File: src/rtl/reg_file_sb.sv
// reg_file_sb: register file with scoreboard busy bits, write bypass and busy counter
module reg_file_sb #(
    parameter int XLEN   = 32,
    parameter int NREGS  = 32,
    parameter int BYPASS = 1,
    localparam int AW    = $clog2(NREGS)
) (
    input  logic            clk,
    input  logic            rst_n,
    input  logic [AW-1:0]   rs1_addr,
    input  logic [AW-1:0]   rs2_addr,
    output logic [XLEN-1:0] rs1_data,
    output logic [XLEN-1:0] rs2_data,
    output logic            rs1_busy,
    output logic            rs2_busy,
    input  logic            we,
    input  logic [AW-1:0]   wr_addr,
    input  logic [XLEN-1:0] wr_data,
    input  logic            iss_valid,
    input  logic [AW-1:0]   iss_rd,
    input  logic            flush,
    output logic [AW:0]     busy_cnt
);
    logic [XLEN-1:0]  r_regs [NREGS];
    logic [NREGS-1:0] r_busy;
    logic [AW:0]      r_cnt;
    logic             w_wr;
    logic             w_iss;
    logic             w_inc;
    logic             w_dec;

    // x0 is never a target; a write held during reset must not leak through the bypass
    assign w_wr  = we && rst_n && (wr_addr != '0);
    assign w_iss = iss_valid && (iss_rd != '0) && !flush;
    assign w_inc = w_iss && !r_busy[iss_rd];
    assign w_dec = w_wr && r_busy[wr_addr] && !(w_iss && (iss_rd == wr_addr));
    assign busy_cnt = r_cnt;

    // register data; x0 is never written so it stays zero
    always_ff @(posedge clk or negedge rst_n) begin
        if (!rst_n) begin
            for (int i = 0; i < NREGS; i++) r_regs[i] <= '0;
        end else if (w_wr) begin
            r_regs[wr_addr] <= wr_data;
        end
    end

    // busy bits: writeback clears, issue sets afterwards so issue wins on a collision
    always_ff @(posedge clk or negedge rst_n) begin
        if (!rst_n) begin
            r_busy <= '0;
        end else if (flush) begin
            r_busy <= '0;
        end else begin
            if (w_wr) r_busy[wr_addr] <= 1'b0;
            if (w_iss) r_busy[iss_rd] <= 1'b1;
        end
    end

    // popcount of busy tracked incrementally; only real 0->1 / 1->0 transitions count
    always_ff @(posedge clk or negedge rst_n) begin
        if (!rst_n) begin
            r_cnt <= '0;
        end else if (flush) begin
            r_cnt <= '0;
        end else begin
            r_cnt <= r_cnt + {{AW{1'b0}}, w_inc} - {{AW{1'b0}}, w_dec};
        end
    end

    // combinational reads with optional same-cycle write forwarding
    always_comb begin
        rs1_data = r_regs[rs1_addr];
        rs1_busy = r_busy[rs1_addr];
        rs2_data = r_regs[rs2_addr];
        rs2_busy = r_busy[rs2_addr];
        if (BYPASS != 0 && w_wr && wr_addr == rs1_addr) begin
            rs1_data = wr_data;
            rs1_busy = 1'b0;
        end
        if (BYPASS != 0 && w_wr && wr_addr == rs2_addr) begin
            rs2_data = wr_data;
            rs2_busy = 1'b0;
        end
    end
endmodule

File: config.mk
export PLATFORM = sky130hd
export DESIGN_NAME = reg_file_sb
export DESIGN_NICKNAME = d
export VERILOG_FILES = /design/src/rtl/reg_file_sb.sv
export SDC_FILE = /design/constraint.sdc
export NUM_CORES = 2
export LEC_CHECK = 0
export BUFFER_PORTS_ARGS = -buffer_cell sky130_fd_sc_hd__buf_2
export CORE_ASPECT_RATIO = 1.25
export CORE_MARGIN = 2
export CORE_UTILIZATION = 35
export DETAILED_ROUTE_END_ITERATION = 10
export GPL_ROUTABILITY_DRIVEN = 0
export SYNTH_ARGS = -nofsm -noshare
export SYNTH_HDL_FRONTEND = slang
export SYNTH_SLANG_ARGS = --single-unit
export TNS_END_PERCENT = 1
File: constraint.sdc
create_clock -name clk -period 3.3 [get_ports clk]
set_input_delay 0.495 -clock clk [delete_from_list [all_inputs] [get_ports clk]]
set_output_delay 0.495 -clock clk [all_outputs]
set_load 0.01 [all_outputs]
* Yosys cells after proc, flatten, opt, wreduce, memory -nomap -nowiden *
Index checks and enable logic that the tools add are counted.

word-level totals
  word-level logic and storage cells = 103
  bits in registers = 1,062
  output and inout bits = 72
  input bits = 57

operators by class
  add/sub/neg operators = 2
  $lt $le $gt $ge = 10
  reduce and logical (&&, ||, !) cells = 18
  eq/ne operators = 3
  multiplexer cells = 30
  bitwise operators = 6

operator list
  kind                number
  $bwmux 1024         1
  $mux 32             11
  $bmux 32 s5         2
  $demux 32 s5        1
  $and 32x32->32      1
  $not 32->32         1
  $or 32x32->32       1
  $lt 5x6->1 const B  4
  $bmux 1 s5          4
  $ge 6x6->1 const B  3
  $not 5->6           3
  $eq 5x5->1          3
  $logic_and 1x1->1   13
  $demux 1 s5         2
  $ge 5x1->1 const B  2
  $reduce_bool 5->1   2
  $mux 1              8
  $add 6x1->6         1
  $lt 6x1->1 const B  1
  $mux 6              1
  $sub 6x1->6         1
  $logic_not 1->1     3

* Depth between registers and ports, before layout *
  depth in word-level cells = 11
  depth in mapped cells = 16
  depth with buffers taken out = 14

* Worst setup path before layout *
OpenSTA, ideal clock, no wires.

  kind = input -> register
  from = input wr_addr[0]
  to = register r_cnt[5] (netlist: busy_cnt[5])
  required time = 3.175 ns
  stages = 14
  library setup time = 0.125 ns
  buffers on the path = 2
  arrival time = 3.448 ns
  slack = -0.273 ns
  path through = buf_2 buf_4 mux4_2 mux4_2 mux2i_1 nor2_1 ha_1 inv_1 ha_1 a21o_1 a21oi_1 o21bai_1 a21oi_1 mux2_2

between the ends
  longest elaborated chain between the ends = 6
  elaborated cells between the ends (all ways) = 11
  those cells by class = 1 x add/sub; 1 x eq/ne; 3 x mux; 6 x reduce/logical

ends and longest elaborated chain
  element                                                     RTL line  RTL
  from (decl)                                                 17        input logic [AW-1:0] wr_addr,
  $bmux 1 s5, or another cell as far along                    36        assign w_dec = w_wr && r_busy[wr_addr] && !(w_iss && (iss_rd == wr_addr));
  $mux 1 (implied by the code), or another cell as far along  36
  $logic_and 1x1->1 or $logic_not 1->1 (tied branches)        36
  $logic_and 1x1->1 (*)                                       36
  $sub 6x1->6 (*)                                             67        r_cnt <= r_cnt + {{AW{1'b0}}, w_inc} - {{AW{1'b0}}, w_dec};
  $mux 6 (*)                                                  64        end else if (flush) begin
  to (signal assigned)                                        67
  to (decl)                                                   26        logic [AW:0] r_cnt;

Mark *: on every way between the ends. The rest lies on a longest branch, timed or not. The select of a mux whose other input is x is not followed.
A chain may end at the register's enable or synchronous reset.

* Worst setup path after layout *
  from = input rs2_addr[3]
  to = output rs2_data[18]

between the ends
  longest elaborated chain between the ends = 5
  elaborated cells between the ends (all ways) = 7
  those cells by class = 1 x eq/ne; 4 x mux; 1 x bitwise; 1 x reduce/logical

ends and longest elaborated chain
  element                                      RTL line  RTL
  from (decl)                                  11        input logic [AW-1:0] rs2_addr,
  $not 5->6 (implied by the code)              75        rs2_data = r_regs[rs2_addr];
  $bmux 32 s5                                  75
  $mux 32 (implied by the code) (2 in series)  75
  $mux 32 (*)                                  81        if (BYPASS != 0 && w_wr && wr_addr == rs2_addr) begin
  to (decl)                                    13        output logic [XLEN-1:0] rs2_data,

Marked as above.

==> results.toml <==
[grt]
grt_usage = 0.2291
grt_pass1_wl_um = 279500
antenna_found_initial = 14
overflow = 0
grt_pass1_vias = 39405
grt_max_degree = 180

[synth]
synth_top_area_cell = "dfrtp_1"
synth_ff_type = "dfrtp_1"
ys_types = 53
synth_area_per_cell_um2 = 14.42
synth_top_cells_by_area = "dfrtp_1 47%, mux2_2 19%, mux4_2 18%"
synth_top_cell_area_share = 0.4652
ys_seq_area_frac = 0.4652
synth_area_um2 = 57130
ys_ff_latch = 1062
syn-num-nets = 4025
synth-edff-count = 0
async_flop_share = 1.000
ys_warn_count = 0
synthCells = 3961

[timing]
holdWs_ps = 249.4
setup_ws_ps = 52.03
finalCritPeriodShare = 0.9842
period_minus_slack_ps = 3248
finalHoldViolations = 0
maxClockFrequency_mhz = 307.9
rsz0062_at_grt = "no"
slew-limit-headroom = 0.1748
tightest_slew_ps = 1236
maxSlewViolCount = 0
finClkSkew_ps = 4.683
setup_violations = 0

[cells_and_area]
stdcell_area_um2 = 66230
syn_to_final_growth_pct = 15.92
layout.nets = 4135
n_fill_cell = 14929
layout.cells.most_common_list = "1,062 x dfrtp_1, 953 x mux2_2, 446 x mux4_2"
layout-drive-gt1-share = 0.5011
final_core_util = 0.4092
final_common_cell = "dfrtp_1"

[route]
via_per_inst = 5.971
drc = 0
antenna_left = 0
wl_per_cell_um = 30.17
vias = 37842
finalWirelength_um = 191200
initialDrtViolationCount = 3435
dr.pass1.iters = 5

[critical_path]
cpPeakStageDelay_ps = 1100
cp_top_family = "simple AND/OR/NAND/NOR gates"
cp_slowest_cell = "nor4bb_4"
critPathArrivalTime_ps = 2750
critPathRequiredTime_ps = 2800
cp_max_fo = 10
path_class = "in2out"
endpoint_kind = "output port"
critPathLaunchType = "input pin"
cp_cell_sequence = "buf_2 -> nor4bb_4 -> buf_12 -> a22oi_1 -> nand2_1 -> or4_1 -> o21ai_1 -> buf_4 -> buf_2"
crit_buf_inv = 4
cpMostUsedCell = "buf_2"

[clocking]
cts_tree = "done"
htree_num_levels = 3
post-cts-setup-buffer-count = 0
cts_root_buffer = "clkbuf_16"
cts_buffer_depth = 3
clk_pin_slew_ps = 60
insertion_delay_ps = 760
clock_sinks = 1062
cts_made_buffers = 110

[placement]
dpl.hpwl_um = 121300
placed_cell_area_um2 = 62410
pre_cts_slack_ps = -330.1
port_buffers = 128

[hold_path]
hp-class = "in2reg"

[power]
power.density_nw_per_um2 = 528.3
p_leak_nw = 29.63
peakVddDrop_mv = 0.4001

[die]
die_h_um = 455.7
core_area_um2 = 161900
fp.dieW_um = 365.4
io_pins = 129
dieArea_um2 = 166500
fp-row-count = 165
start_util = 0.3530

[run_status]
status = "complete, no violations"

[flow_run]
max_cap_violations = 0
[Yosys cell counts, drive strengths merged, types with 4 or more instances]
library cell	instances
a22oi	113
mux4	446
xnor2	8
clkbuf	216
ha	6
nand2	110
a211oi	11
a21oi	25
or3b	4
nor3	30
o22ai	167
buf	233
o41ai	21
nor4bb	4
nand3b	5
dfrtp	1062
nand2b	8
xor2	10
or4	30
o22a	20
mux2i	219
nand3	27
a22o	12
o21ai	45
inv	9
nor2b	35
nor2	63
mux2	996
[cells by family (layout without fill, tap and decap cells)]
group           Yosys count  after routing  share of synthesized area
compound gates          421            421                    0.04993
simple gates            334            334                    0.03051
other cells               0              4                          0
flops                  1062           1062                     0.4652
xor+xnor                 18             18                   0.002759
mux                    1661           1661                     0.4105
fa+ha+maj                 7              7                   0.001664
buf+inv                 458            660                    0.03949
[worst paths after layout]
path	from	to	slack, ps	cells past startpoint
setup / recovery	rs2_addr[3]	rs2_data[18]	50	9
hold / removal	wr_data[28]	r_regs[508]$_DFFE_PN0P_	250	2
setup reg to reg	r_busy[28]$_DFF_PN0_	busy_cnt[5]$_DFF_PN0_	150	12
hold reg to reg	r_regs[1008]$_DFFE_PN0P_	r_regs[1008]$_DFFE_PN0P_	400	0
max in group asynchronous	rst_n	r_regs[646]$_DFFE_PN0P_	610	5
min in group asynchronous	rst_n	r_regs[509]$_DFFE_PN0P_	420	3
[metal layers]
metal	GRT usage	vias up	routed length [um]
met2	0.3840	1400	94930
met1	0.2911	20470	76640
met5	0	-	65
met4	0.1075	10	9412
met3	0.03283	452	10180
li1	-	15510	-
[where the power goes]
part / total [W] / internal [W] / switching (W)
Combinational: 0.00596 / 0.00333 / 0.00263
Sequential: 0.0159 / 0.0147 / 0.00119
Clock: 0.0132 / 0.00754 / 0.00564
[final cells by class]
| class | instances | area, um^2 | share of cell area |
|---|---|---|---|
| inverters | 9 | 33.78 | 0.0005101 |
| clock buffers | 154 | 3148 | 0.04753 |
| clock inverters | 50 | 623.1 | 0.009409 |
| repair buffers | 447 | 4467 | 0.06745 |
| well taps | 2171 | 2716 | 0.04102 |
| diodes | 4 | 10.01 | 0.0001511 |
| multi-input cells | 2441 | 28650 | 0.4326 |
| flip-flops and latches | 1062 | 26580 | 0.4013 |
[per-stage QoR]
step,power [W],instances,TNS (ps)
2_1_floorplan,0.01984,3961,0
3_3_place_gp,0.02183,6129,-1182
3_5_place_dp,0.02202,6129,-804.0
4_1_cts,0.03522,6334,0
5_1_grt,0.03636,6337,0
6_report,0.03499,6338,0
[worst register-to-register path: stages, from the launching register on]
cell	delay [ps]
dfrtp_1	440
mux4_2	470
mux4_2	480
mux2i_1	160
nor2_1	70
ha_1	270
inv_1	40
ha_2	180
a21o_1	180
a21oi_2	140
o21bai_1	80
a21oi_1	160
mux2_2	360
[repair_timing]
item / CTS / global route
gates resized for setup: 0 / 4
endpoints found under the setup margin: 0 / 13
hold buffers: 1 / 0
hold endpoints to repair: 200 / 0
[sequential cells by signal, summed over array words and instances, names as in the netlist]
register  cells
r_regs     1024
r_busy       32
busy_cnt      6
(Power assumes the default switching activity.)
